`src/rtl/vendor_change_dispenser_if.sv`:
```
// Refund request and coin-ejector handshake bundle for the change dispenser.
// master: vending controller / ejector / refill side; slave: the dispenser.
interface vendor_change_dispenser_if #(
   parameter int MONEY_W = 9
);
   logic               start;
   logic [MONEY_W-1:0] amount;
   logic               busy;
   logic               coin_valid;
   logic [1:0]         coin;
   logic               coin_ack;
   logic               done;
   logic               short;
   logic [MONEY_W-1:0] remaining;
   logic               refill;
   logic [1:0]         refill_coin;
   logic [3:0]         stock_empty;

   modport master (
      output start, amount, coin_ack, refill, refill_coin,
      input  busy, coin_valid, coin, done, short, remaining, stock_empty
   );

   modport slave (
      input  start, amount, coin_ack, refill, refill_coin,
      output busy, coin_valid, coin, done, short, remaining, stock_empty
   );
endinterface

```
`src/rtl/vendor_change_dispenser.sv`:
```
// Change/refund dispenser: pays a refund amount greedily (largest coin first),
// one coin per ejector handshake, tracking per-denomination stock.
// Coin encoding: 0=10, 1=20, 2=50, 3=100.
//
// state    | meaning
// ---------+-------------------------------------------------------------
// S_IDLE   | waiting for start; amount latched into remaining on start
// S_SELECT | one cycle: pick largest affordable coin in stock, or finish
// S_EJECT  | coin_valid held with stable coin until coin_ack
// S_FINISH | one cycle: done pulse, short captured from remaining
module vendor_change_dispenser #(
   parameter int MONEY_W    = 9,
   parameter int STOCK_W    = 4,
   parameter int INIT_STOCK = 4
) (
   input  logic                      clk_i,
   input  logic                      reset_ni,
   vendor_change_dispenser_if.slave  bus
);

   typedef enum logic [1:0] {
      S_IDLE   = 2'd0,
      S_SELECT = 2'd1,
      S_EJECT  = 2'd2,
      S_FINISH = 2'd3
   } state_t;

   localparam logic [STOCK_W-1:0] STOCK_MAX  = '1;
   localparam logic [STOCK_W-1:0] STOCK_INIT = STOCK_W'(INIT_STOCK);

   state_t               state_q, state_d;
   logic [MONEY_W-1:0]   remaining_q, remaining_d;
   logic [1:0]           coin_q, coin_d;
   logic                 coin_valid_q, coin_valid_d;
   logic                 short_q, short_d;
   logic [STOCK_W-1:0]   stock_q [4];
   logic [STOCK_W-1:0]   stock_d [4];

   logic                 pick_ok;
   logic [1:0]           pick_coin;
   logic                 eject_take;

   function automatic logic [MONEY_W-1:0] coin_value(input logic [1:0] d);
      case (d)
         2'd0:    coin_value = MONEY_W'(10);
         2'd1:    coin_value = MONEY_W'(20);
         2'd2:    coin_value = MONEY_W'(50);
         default: coin_value = MONEY_W'(100);
      endcase
   endfunction

   // Greedy pick: ascending scan so the largest eligible denomination wins.
   always_comb begin
      pick_ok   = 1'b0;
      pick_coin = 2'd0;
      for (int i = 0; i < 4; i++) begin
         if ((coin_value(2'(i)) <= remaining_q) && (stock_q[i] != '0)) begin
            pick_ok   = 1'b1;
            pick_coin = 2'(i);
         end
      end
   end

   assign eject_take = (state_q == S_EJECT) && bus.coin_ack;

   // Next-state and datapath updates for the payout sequence.
   always_comb begin
      state_d      = state_q;
      remaining_d  = remaining_q;
      coin_d       = coin_q;
      coin_valid_d = coin_valid_q;
      short_d      = short_q;
      case (state_q)
         S_IDLE: begin
            if (bus.start) begin
               remaining_d = bus.amount;
               short_d     = 1'b0;
               state_d     = S_SELECT;
            end
         end
         S_SELECT: begin
            if (pick_ok) begin
               coin_d       = pick_coin;
               coin_valid_d = 1'b1;
               state_d      = S_EJECT;
            end else begin
               state_d = S_FINISH;
            end
         end
         S_EJECT: begin
            if (bus.coin_ack) begin
               coin_valid_d = 1'b0;
               // Cannot underflow: the coin was only chosen if value <= remaining.
               remaining_d  = remaining_q - coin_value(coin_q);
               state_d      = S_SELECT;
            end
         end
         S_FINISH: begin
            short_d = (remaining_q != '0);
            state_d = S_IDLE;
         end
         default: state_d = S_IDLE;
      endcase
   end

   // Stock bookkeeping: refill saturates, acked eject decrements, both cancel.
   always_comb begin
      for (int i = 0; i < 4; i++) begin
         stock_d[i] = stock_q[i];
         if (bus.refill && (bus.refill_coin == 2'(i))) begin
            if (!(eject_take && (coin_q == 2'(i)))) begin
               if (stock_q[i] != STOCK_MAX) begin
                  stock_d[i] = stock_q[i] + 1'b1;
               end
            end
         end else if (eject_take && (coin_q == 2'(i))) begin
            stock_d[i] = stock_q[i] - 1'b1;
         end
      end
   end

   // State, datapath and stock registers; reset abandons any payout at once.
   always_ff @(posedge clk_i or negedge reset_ni) begin
      if (!reset_ni) begin
         state_q      <= S_IDLE;
         remaining_q  <= '0;
         coin_q       <= 2'd0;
         coin_valid_q <= 1'b0;
         short_q      <= 1'b0;
         for (int i = 0; i < 4; i++) begin
            stock_q[i] <= STOCK_INIT;
         end
      end else begin
         state_q      <= state_d;
         remaining_q  <= remaining_d;
         coin_q       <= coin_d;
         coin_valid_q <= coin_valid_d;
         short_q      <= short_d;
         for (int i = 0; i < 4; i++) begin
            stock_q[i] <= stock_d[i];
         end
      end
   end

   // Empty flags decoded straight from the stock counters.
   always_comb begin
      for (int i = 0; i < 4; i++) begin
         bus.stock_empty[i] = (stock_q[i] == '0);
      end
   end

   assign bus.busy       = (state_q != S_IDLE);
   assign bus.done       = (state_q == S_FINISH);
   assign bus.coin_valid = coin_valid_q;
   assign bus.coin       = coin_q;
   assign bus.short      = short_q;
   assign bus.remaining  = remaining_q;

endmodule

```
`src/flat_wrapper.sv`:
```
// flat-port wrapper written by rule: the top's interface ports become plain ports
module vendor_change_dispenser_flat 
#(
   parameter int MONEY_W    = 9,
   parameter int STOCK_W    = 4,
   parameter int INIT_STOCK = 4
)
  (clk_i, reset_ni, bus_start, bus_amount, bus_coin_ack, bus_refill, bus_refill_coin, bus_busy, bus_coin_valid, bus_coin, bus_done, bus_short, bus_remaining, bus_stock_empty);
  vendor_change_dispenser_if #(.MONEY_W(MONEY_W)) bus_i ();
  input  logic clk_i;
  input  logic reset_ni;
  input wire logic [$bits(bus_i.start)-1:0] bus_start;
  input wire logic [$bits(bus_i.amount)-1:0] bus_amount;
  input wire logic [$bits(bus_i.coin_ack)-1:0] bus_coin_ack;
  input wire logic [$bits(bus_i.refill)-1:0] bus_refill;
  input wire logic [$bits(bus_i.refill_coin)-1:0] bus_refill_coin;
  output wire logic [$bits(bus_i.busy)-1:0] bus_busy;
  output wire logic [$bits(bus_i.coin_valid)-1:0] bus_coin_valid;
  output wire logic [$bits(bus_i.coin)-1:0] bus_coin;
  output wire logic [$bits(bus_i.done)-1:0] bus_done;
  output wire logic [$bits(bus_i.short)-1:0] bus_short;
  output wire logic [$bits(bus_i.remaining)-1:0] bus_remaining;
  output wire logic [$bits(bus_i.stock_empty)-1:0] bus_stock_empty;
  assign bus_i.start = bus_start;
  assign bus_i.amount = bus_amount;
  assign bus_i.coin_ack = bus_coin_ack;
  assign bus_i.refill = bus_refill;
  assign bus_i.refill_coin = bus_refill_coin;
  assign bus_busy = bus_i.busy;
  assign bus_coin_valid = bus_i.coin_valid;
  assign bus_coin = bus_i.coin;
  assign bus_done = bus_i.done;
  assign bus_short = bus_i.short;
  assign bus_remaining = bus_i.remaining;
  assign bus_stock_empty = bus_i.stock_empty;
  vendor_change_dispenser #(.MONEY_W(MONEY_W), .STOCK_W(STOCK_W), .INIT_STOCK(INIT_STOCK)) u_core (.clk_i(clk_i), .reset_ni(reset_ni), .bus(bus_i));
endmodule
```
`config.mk`:
```
export PLATFORM = sky130hd
export DESIGN_NAME = vendor_change_dispenser_flat
export DESIGN_NICKNAME = d
export VERILOG_FILES = /design/src/rtl/vendor_change_dispenser_if.sv /design/src/rtl/vendor_change_dispenser.sv /design/src/flat_wrapper.sv
export SDC_FILE = /design/constraint.sdc
export NUM_CORES = 1
export LEC_CHECK = 0
export CAP_MARGIN = 10
export CORE_ASPECT_RATIO = 1.4
export CORE_UTILIZATION = 50
export CTS_CLUSTER_SIZE = 14
export DETAILED_ROUTE_END_ITERATION = 8
export GPL_TIMING_DRIVEN = 0
export PLACE_DENSITY = 0.86
export SLEW_MARGIN = 0
export SYNTH_ARGS = -nofsm -noshare
export SYNTH_HDL_FRONTEND = slang
export SYNTH_SLANG_ARGS = --single-unit
```
`constraint.sdc`:
```
create_clock -name clk_i -period 3.9 [get_ports clk_i]
set_input_delay 0.78 -clock clk_i [delete_from_list [all_inputs] [get_ports clk_i]]
set_output_delay 0.78 -clock clk_i [all_outputs]
set_load 0.05 [all_outputs]
```
==> summary.md <==
| Metric | Value |
|---|---|
| VDD IR max | 0.000409 V |
| Final hold viol count | 0 |
| Clock tree root buffer cell | clkbuf_8 |
| Power density over the cells | 932 nW/um^2 |
| Die ar. | 4630 sq um |
| Std-Cell Rows | 28 |
| Area growth syn-to-layout | 22.6% |
| Max-Cap Viols | 0 |
| Final setup fails | 0 |
| Mapped Cells | 219 |
| Type of the worst setup path | reg -> out |
| Post-Route WL | 4.62 mm |
| Mux contribution to synthesized area | 5.74% |
| Min Hold Slack | 504 ps |
| RSZ-0062 raised after global routing | false |
| #FFs+latches synth | 31 |
| Min-Delay Path Class | reg -> reg |
| Dpl cell area | 2570 sq um |
| Reg clk slew, reported paths | 60 ps |
| Initial antenna violation count | 0 |
| EDFF count, synth | 0 |
| CTS tree | done |
| Unique masters post-synth | 45 |
| Slew Viols, Final | 0 |
| Setup crit start kind | register |
| Worst-path fanout max | 5 |
| I/O pin count | 35 |
| CP Data Required Time | 3120 ps |
| Post-Synth XOR/XNOR Area | 6.83% |
| Vias post-DR | 1796 |
| RR Startpoint | u_core.bus.coin[0]$_DFFE_PN0P_ |
| Post-DP HPWL | 3.45 mm |
| Max Clock Freq | 0.341 GHz |
| Largest net degree at the start of global routing | 32 |
| Initial Utilization | 51.8% |
| Final period util | 75.2% |
| Post-route ant nets | 0 |
| GRT Overall Usage | 22.0% |
| Leak | 0.00112 uW |
| Drt first-iter violations | 98 |
| Fin Clk Skew | 5.25 ps |
| Vias in the first global route | 1755 |
| Vias per Instance | 5.87 |
| DRC errors left | 5 |
| Seq/Total Area, Yosys | 35.8% |
| Critical Path Stages | 2 |
| Sink Count | 31 |
| Worst setup path start | u_core.stock_q[12]$_DFFE_PN0P_ |
| TritonCTS buffer count | 5 |
| Fill count | 366 |
| Gr ovfl total | 0 |
| Ys async rst share | 100% |
| R2R Path End | u_core.bus.remaining[7]$_DFFE_PN0P_ |
| Diodes inserted | 0 |
| Max incr delay on CP | 900 ps |
| Status | finished with violations |
| Mean Syn Cell Area | 9.95 sq um |
| Die Ht | 80.1 um |
| Total number of yosys warnings | 0 |
| Syn_nets | 259 |
| WL/cell | 15.1 um |
| Overall power | 2490 uW |
| CTS Hold Bufs | 0 |
| Synth Flop Type | dfrtp_1 |
| Area leader, netlist | dfrtp_1 |
| Compound-Gate Fraction of Synth Area | 17.2% |
| R2R setup slack | 1490 ps |
| CTS resizes | 0 |
| Measured slew at the worst slew-check pin | 737 ps |
| CP Capture Point | bus_stock_empty[0] |
| CP bufs+invs | 1 |
| Global-route wire length before repair | 7.76 mm |
| Design Area, Final | 2670 sq um |
| Top cell type's share of synthesized area | 31.0% |
| Synth Area in Simple Gates | 16.9% |
| CP delay by family, top | buffers and inverters |
| Crit path DAT | 2150 ps |
| Post-route insts no fill | 306 |
| CP cell instances | nor4_2 > clkdlybuf4s50_1 |
| Share of cells above drive strength 1 | 11.5% |
| Setup TNS | 0 ps |
| Worst reg2reg path depth | 10 |
| Post-CTS setup buffer count | 0 |
| Area contributors post-synth | dfrtp_1 31%, ha_1 11%, xnor2_1 5.2% |
| Die extent in x | 57.8 um |
| Relative slew slack | 50.9% |
| H-tree levels | 2 |
| Worst Setup End Kind | primary output |
| Violated checks | DRC |
| Most common cell after layout, fill and taps aside | clkdlybuf4s50_1 |
| Commonest cells after routing, fill and taps aside | 33 x clkdlybuf4s50_1, 27 x dfrtp_1, 20 x nand2_1 |
| Main combinational cell family by area after synthesis | compound AO/OA/AOI/OAI gates |
| DP Cell Count | 298 |
| Worst-skew pair later-pin latency | 280 ps |
| Longest Clk Path Bufs | 2 |
| Fin crit period | 2930 ps |
| Core box area | 4200 sq um |
| Cell area after synthesis | 2180 sq um |
| Slowest-stage cell, CP | clkdlybuf4s50_1 |
| Initial DRT Pass Iterations | 6 |
| Port buffer count | 34 |
| Post-synthesis adder-cell area fraction | 15.5% |
| Layout Nets | 300 |
| Final Wtd Congestion | 0.952 |
[how the worst min path moves through the flow]
stage          depth (start not counted)                            from  slack (ps)                             end
6_report                               1  u_core.stock_q[11]$_DFFE_PN0P_         500  u_core.stock_q[11]$_DFFE_PN0P_
5_1_grt                                1   u_core.stock_q[3]$_DFFE_PN0P_         540   u_core.stock_q[3]$_DFFE_PN0P_
4_1_cts                                1  u_core.stock_q[11]$_DFFE_PN0P_         510  u_core.stock_q[11]$_DFFE_PN0P_
3_5_place_dp                           1  u_core.stock_q[11]$_DFFE_PN0P_         490  u_core.stock_q[11]$_DFFE_PN0P_
3_3_place_gp                           1  u_core.stock_q[11]$_DFFE_PN0P_         490  u_core.stock_q[11]$_DFFE_PN0P_
2_1_floorplan                          1  u_core.stock_q[11]$_DFFE_PN0P_         470  u_core.stock_q[11]$_DFFE_PN0P_
[synthesized netlist by cell type (all sizes together) (5+ instances only)]
master,instances
a21o,7
a21oi,16
dfrtp,27
fa,5
ha,19
inv,10
mux2,9
nand2,20
nand2b,6
nor2,18
nor4,5
o21ai,14
xnor2,13
[cell families after synthesis]
family	count (synthesis)
simple gates	67
compound gates	57
flops	31
fa+ha+maj	24
xor+xnor	17
buf+inv	12
mux	11
[power breakdown]
group | internal, uW | switching, uW | leakage [uW]
sequential | 498 | 245 | 0.000359
combinational | 623 | 839 | 0.000714
clock | 161 | 124 | 0.0000515
total | 1280 | 1210 | 0.00112
[layer usage]
layer / share of wire, % / vias up / global-route usage (%)
met5: 0 / - / 0
li1: - / 868 / -
met1: 42 / 876 / 24.8
met4: 2.8 / 0 / 11.2
met2: 52 / 39 / 38.4
met3: 3.2 / 13 / 4.67
[state kept, by name, indices dropped and copies added (netlist names)]
register	count
u_core.bus.coin_valid	1
u_core.bus.remaining	9
u_core.bus.coin	2
u_core.bus.short	1
u_core.state_q	2
u_core.stock_q	16
[final cells by class]
type	count	area [sq um]	share of cell area [%]
clock buffers	8	100	3.75
plain buffers	2	7.51	0.281
flip-flops and latches	31	781	29.2
repair buffers	34	335	12.6
well taps	45	56.3	2.11
multi-input cells	176	1350	50.7
inverters	10	37.5	1.41
[per-stage QoR]
step | util (%) | setup slack [ps]
after floorplan | - | 923
after global placement | 61.3 | 1010
after global routing | 63.5 | 884
final | 63.5 | 967
after CTS | 63.5 | 955
after detailed placement | 61.2 | 947
No activity file was read; power rests on OpenSTA's default activity.
==> RTL edit 1, RTL diff (same flow settings) <==
`STOCK_W` is set to 4 in 2 places; all go to 6.
--- a/src/rtl/vendor_change_dispenser.sv
+++ b/src/rtl/vendor_change_dispenser.sv
@@ -11,5 +11,5 @@
 module vendor_change_dispenser #(
    parameter int MONEY_W    = 9,
-   parameter int STOCK_W    = 4,
+   parameter int STOCK_W    = 6,
    parameter int INIT_STOCK = 4
 ) (
--- a/src/flat_wrapper.sv
+++ b/src/flat_wrapper.sv
@@ -3,5 +3,5 @@
 #(
    parameter int MONEY_W    = 9,
-   parameter int STOCK_W    = 4,
+   parameter int STOCK_W    = 6,
    parameter int INIT_STOCK = 4
 )
Formal check against the unedited RTL: same outputs for any inputs over 10 cycles, from zero or initial values and one cycle with reset_ni low; that may be too few to reach the edited logic, so the function may still have changed.
==> RTL edit 1 against the original RTL <==
Cell count is 36% higher; register-to-register slack lost 160 ps; cell area rose by 30%; total power rose by 32%; core utilization down 1.7 points; area after synthesis rose by 36%; wire length grew 43%; highest routed layer unchanged; sequential cell count rose by 8; sequential power up 26%; setup slack got worse by 330 ps; largest cell class unchanged.
==> RTL edit 1: results (changes against the original RTL) <==
<table>
<tr><th>Metric</th><th>Value</th></tr>
<tr><th colspan="2">GRT</th></tr>
<tr><td>Overall routing resource usage</td><td>0.234 (+0.0138)</td></tr>
<tr><td>Pin count of the biggest net entering global routing</td><td>40 (+25%)</td></tr>
<tr><td>Wire length of the first global-routing pass</td><td>11.2 mm (+45%)</td></tr>
<tr><td>Fraction of met2 tracks used by global routing</td><td>0.407 (+0.0228)</td></tr>
<tr><td>Grt met1 use</td><td>0.282 (+0.0345)</td></tr>
<tr><td>Met3 usage in global routing</td><td>0.0268 (-0.0199)</td></tr>
<tr><th colspan="2">Pwr</th></tr>
<tr><td>Part of the power in combinational logic</td><td>0.636 (+0.049)</td></tr>
<tr><th colspan="2">Layout</th></tr>
<tr><td>Clkbuf count</td><td>7 (-1)</td></tr>
<tr><td>Number of inserted filler cells in the final layout</td><td>458 (+25%)</td></tr>
<tr><td>Flip-flop count of the largest register after layout</td><td>24 (+8)</td></tr>
<tr><td>Share of final-layout standard cells stronger than drive strength 1</td><td>0.0888 (-0.0261)</td></tr>
<tr><td>Clock network share of area</td><td>0.0235 (-0.0140)</td></tr>
<tr><td>Fraction of area in non-clock buffers</td><td>0.101 (-0.0276)</td></tr>
<tr><td>Proportion of cell area occupied by registers</td><td>0.283 (-0.00914)</td></tr>
<tr><td>Repair and plain buffers</td><td>38 (+5.6%)</td></tr>
<tr><th colspan="2">Routing</th></tr>
<tr><td>Routed metal-1 wire length</td><td>2.69 mm (+40%)</td></tr>
<tr><td>WL per Instance</td><td>15.8 um (+4.6%)</td></tr>
<tr><td>DRC violation count after routing</td><td>0 (-5)</td></tr>
<tr><td>Detailed Route Iter0 Violations</td><td>109 (+11%)</td></tr>
<tr><th colspan="2">Critical path</th></tr>
<tr><td>Critical path arrival</td><td>2490 ps (+340 ps)</td></tr>
<tr><td>Largest fanout on the critical path</td><td>6 (+1)</td></tr>
<tr><th colspan="2">Yosys</th></tr>
<tr><td>Cell variety after synth</td><td>56 (+24%)</td></tr>
<tr><td>Mapped Area</td><td>2970 um^2 (+36%)</td></tr>
<tr><td>Fraction of the yosys area taken by sequential cells</td><td>0.330 (-0.0282)</td></tr>
<tr><th colspan="2">Place</th></tr>
<tr><td>Final HPWL DP</td><td>4.94 mm (+43%)</td></tr>
<tr><td>Standard cell area after detailed placement</td><td>3380 um^2 (+32%)</td></tr>
<tr><td>Global placer's final weighted congestion</td><td>0.847 (-11%)</td></tr>
<tr><th colspan="2">Status</th></tr>
<tr><td>Status</td><td>completed</td></tr>
</table>
==> RTL edit 1: cell count changes after synthesis, moves of 6 or more <==
cell	unedited run	this run
sky130_fd_sc_hd__dfrtp_1	27	35
sky130_fd_sc_hd__nand3_1	1	9
sky130_fd_sc_hd__nand4_1	1	7
sky130_fd_sc_hd__mux2_1	0	12
sky130_fd_sc_hd__inv_1	10	17
sky130_fd_sc_hd__mux2i_1	2	8
sky130_fd_sc_hd__a21oi_1	16	22
sky130_fd_sc_hd__ha_1	19	27
==> RTL edit 1: critical path, cell delays in order, from the launching register on <==
cell and delay (ps):
sky130_fd_sc_hd__dfrtp_1 460, sky130_fd_sc_hd__nor4_1 710, sky130_fd_sc_hd__and2_1 230, sky130_fd_sc_hd__clkdlybuf4s50_1 790
==> RTL edit 1: logic make-up after synthesis <==
kind of cell | after synthesis | share of synthesized area
AO/OA/AOI/OAI | 79 | 0.177
AND/OR/NAND/NOR | 91 | 0.165
multiplexers | 27 | 0.0989
buffers and inverters | 22 | 0.0295
adder cells (fa/ha/maj) | 32 | 0.147
flip-flops | 39 | 0.330
XOR/XNOR | 18 | 0.0530
==> RTL edit 1: worst max path at each step <==
stage                             from                 end  slack (ps)  cells after the start
floorplan            u_core.stock_q[1]  bus_stock_empty[3]        1120                      2
global placement            bus_refill  u_core.stock_q[23]         600                      9
detailed placement          bus_refill  u_core.stock_q[23]         550                      9
CTS                 u_core.stock_q[18]  bus_stock_empty[0]         640                      3
global route        u_core.stock_q[18]  bus_stock_empty[0]         500                      3
finish              u_core.stock_q[18]  bus_stock_empty[0]         630                      3
==> RTL edit 1: metrics by stage <==
step	std cells	hold WS, ps	util	setup WS (ps)
CTS	417	494	0.618	642
detailed placement	409	484	0.604	546
floorplan	308	465	-	1120
global route	417	528	0.618	501
finish	417	498	0.618	633
global placement	409	485	0.604	597
==> RTL edit 2, RTL diff (same settings) <==
Without the edit above. Encoding of `state_t`: now one-hot (4 bits for 4 states).
--- a/src/rtl/vendor_change_dispenser.sv
+++ b/src/rtl/vendor_change_dispenser.sv
@@ -19,9 +19,9 @@
 );
 
-   typedef enum logic [1:0] {
-      S_IDLE   = 2'd0,
-      S_SELECT = 2'd1,
-      S_EJECT  = 2'd2,
-      S_FINISH = 2'd3
+   typedef enum logic [3:0] {
+      S_IDLE   = 4'b0001,
+      S_SELECT = 4'b0010,
+      S_EJECT  = 4'b0100,
+      S_FINISH = 4'b1000
    } state_t;
 
Check against the original RTL: same outputs for any inputs over 10 cycles, from zero or initial values and one cycle with reset_ni low; not proved beyond that.
==> RTL edit 2 against the original RTL <==
Wire length rose by 3.5%; total power fell by 2.9%; setup slack got worse by 60 ps; first-iteration DRC count fell by 52%; area after synthesis rose by 4.4%; cell count rose by 7.5%; cell area rose by 3.6%; sequential cell count rose by 2; critical path type unchanged; critical endpoint unchanged; largest cell class unchanged.
==> RTL edit 2: results (changes against the original RTL) <==
<table>
<tr><th>Metric</th><th>Value</th></tr>
<tr><th colspan="2">Layout</th></tr>
<tr><td>Number of inserted filler cells in the final layout</td><td>353 (-3.6%)</td></tr>
<tr><td>Share of final-layout standard cells stronger than drive strength 1</td><td>0.108 (-0.00714)</td></tr>
<tr><td>Clkbuf count</td><td>6 (-2)</td></tr>
<tr><td>Synthesis-to-layout area growth</td><td>21.7%</td></tr>
<tr><td>Count of nets after finishing</td><td>308 (+2.7%)</td></tr>
<tr><td>Multi-input gate share of total cell area</td><td>0.499 (-0.00770)</td></tr>
<tr><td>Fraction of area in non-clock buffers</td><td>0.126 (-0.00266)</td></tr>
<tr><th colspan="2">Yosys</th></tr>
<tr><td>Share of synthesized cell area in full adder, half adder and majority cells</td><td>0.149 (-0.00648)</td></tr>
<tr><td>Net Count, Synth</td><td>267 (+3.1%)</td></tr>
<tr><td>Number of instances in the synthesized netlist</td><td>227 (+3.7%)</td></tr>
<tr><td>Share of cell area taken by muxes after synthesis</td><td>0.0622 (+0.00475)</td></tr>
<tr><td>Fraction of the mapped netlist area in compound gates</td><td>0.163 (-0.00828)</td></tr>
<tr><th colspan="2">Critical path</th></tr>
<tr><td>Critical path arrival</td><td>2210 ps (+60 ps)</td></tr>
<tr><td>Depth of the worst register-to-register path</td><td>9 (-1)</td></tr>
<tr><th colspan="2">Timing</th></tr>
<tr><td>Post-Route Hold Slack</td><td>503 ps (-0.692 ps)</td></tr>
<tr><td>Clock period minus final worst setup slack</td><td>2990 ps (+59.7 ps)</td></tr>
<tr><td>Slew at the pin with the worst max-slew slack</td><td>750 ps (+13.6 ps)</td></tr>
<tr><th colspan="2">Worst hold path</th></tr>
<tr><td>Beginning of the worst hold path</td><td>u_core.stock_q[15]</td></tr>
<tr><th colspan="2">Routing</th></tr>
<tr><td>Detailed Route Iter0 Violations</td><td>47 (-52%)</td></tr>
<tr><td>Met3 routed WL</td><td>133 um (-8.9%)</td></tr>
<tr><td>Total number of vias</td><td>1851 (+3.1%)</td></tr>
<tr><th colspan="2">Pwr</th></tr>
<tr><td>Power density relative to cell area</td><td>874 nW/um^2 (-6.3%)</td></tr>
<tr><td>Maximum resistive drop on vdd</td><td>0.000620 V (+52%)</td></tr>
<tr><td>Static leakage</td><td>1.14 nW (+1.5%)</td></tr>
<tr><th colspan="2">GRT</th></tr>
<tr><td>Grt met1 use</td><td>0.278 (+0.0307)</td></tr>
<tr><td>Met3 usage in global routing</td><td>0.0441 (-0.00260)</td></tr>
<tr><td>Number of global-route vias before repair</td><td>1814 (+3.4%)</td></tr>
<tr><td>Fraction of met2 tracks used by global routing</td><td>0.386 (+0.00246)</td></tr>
<tr><th colspan="2">Status</th></tr>
<tr><td>Status</td><td>completed</td></tr>
</table>
RTL edit 2: cell types whose count changed after synthesis, moves of 3 or more:
| cell | before | now |
|---|---|---|
| sky130_fd_sc_hd__a211oi_1 | 4 | 8 |
| sky130_fd_sc_hd__o21ai_0 | 13 | 9 |
| sky130_fd_sc_hd__mux2_4 | 1 | 7 |
| sky130_fd_sc_hd__inv_1 | 10 | 13 |
| sky130_fd_sc_hd__mux2_2 | 8 | 2 |
| sky130_fd_sc_hd__nand2b_1 | 6 | 2 |
| sky130_fd_sc_hd__nor4b_1 | 1 | 4 |
| sky130_fd_sc_hd__a21oi_1 | 16 | 19 |
| sky130_fd_sc_hd__nor4_1 | 2 | 5 |
RTL edit 2: power breakdown:
part | internal, mW | switching (mW) | total [mW]
sequential | 0.517 | 0.250 | 0.767
combinational | 0.604 | 0.795 | 1.40
clock | 0.124 | 0.128 | 0.252
total | 1.25 | 1.17 | 2.42
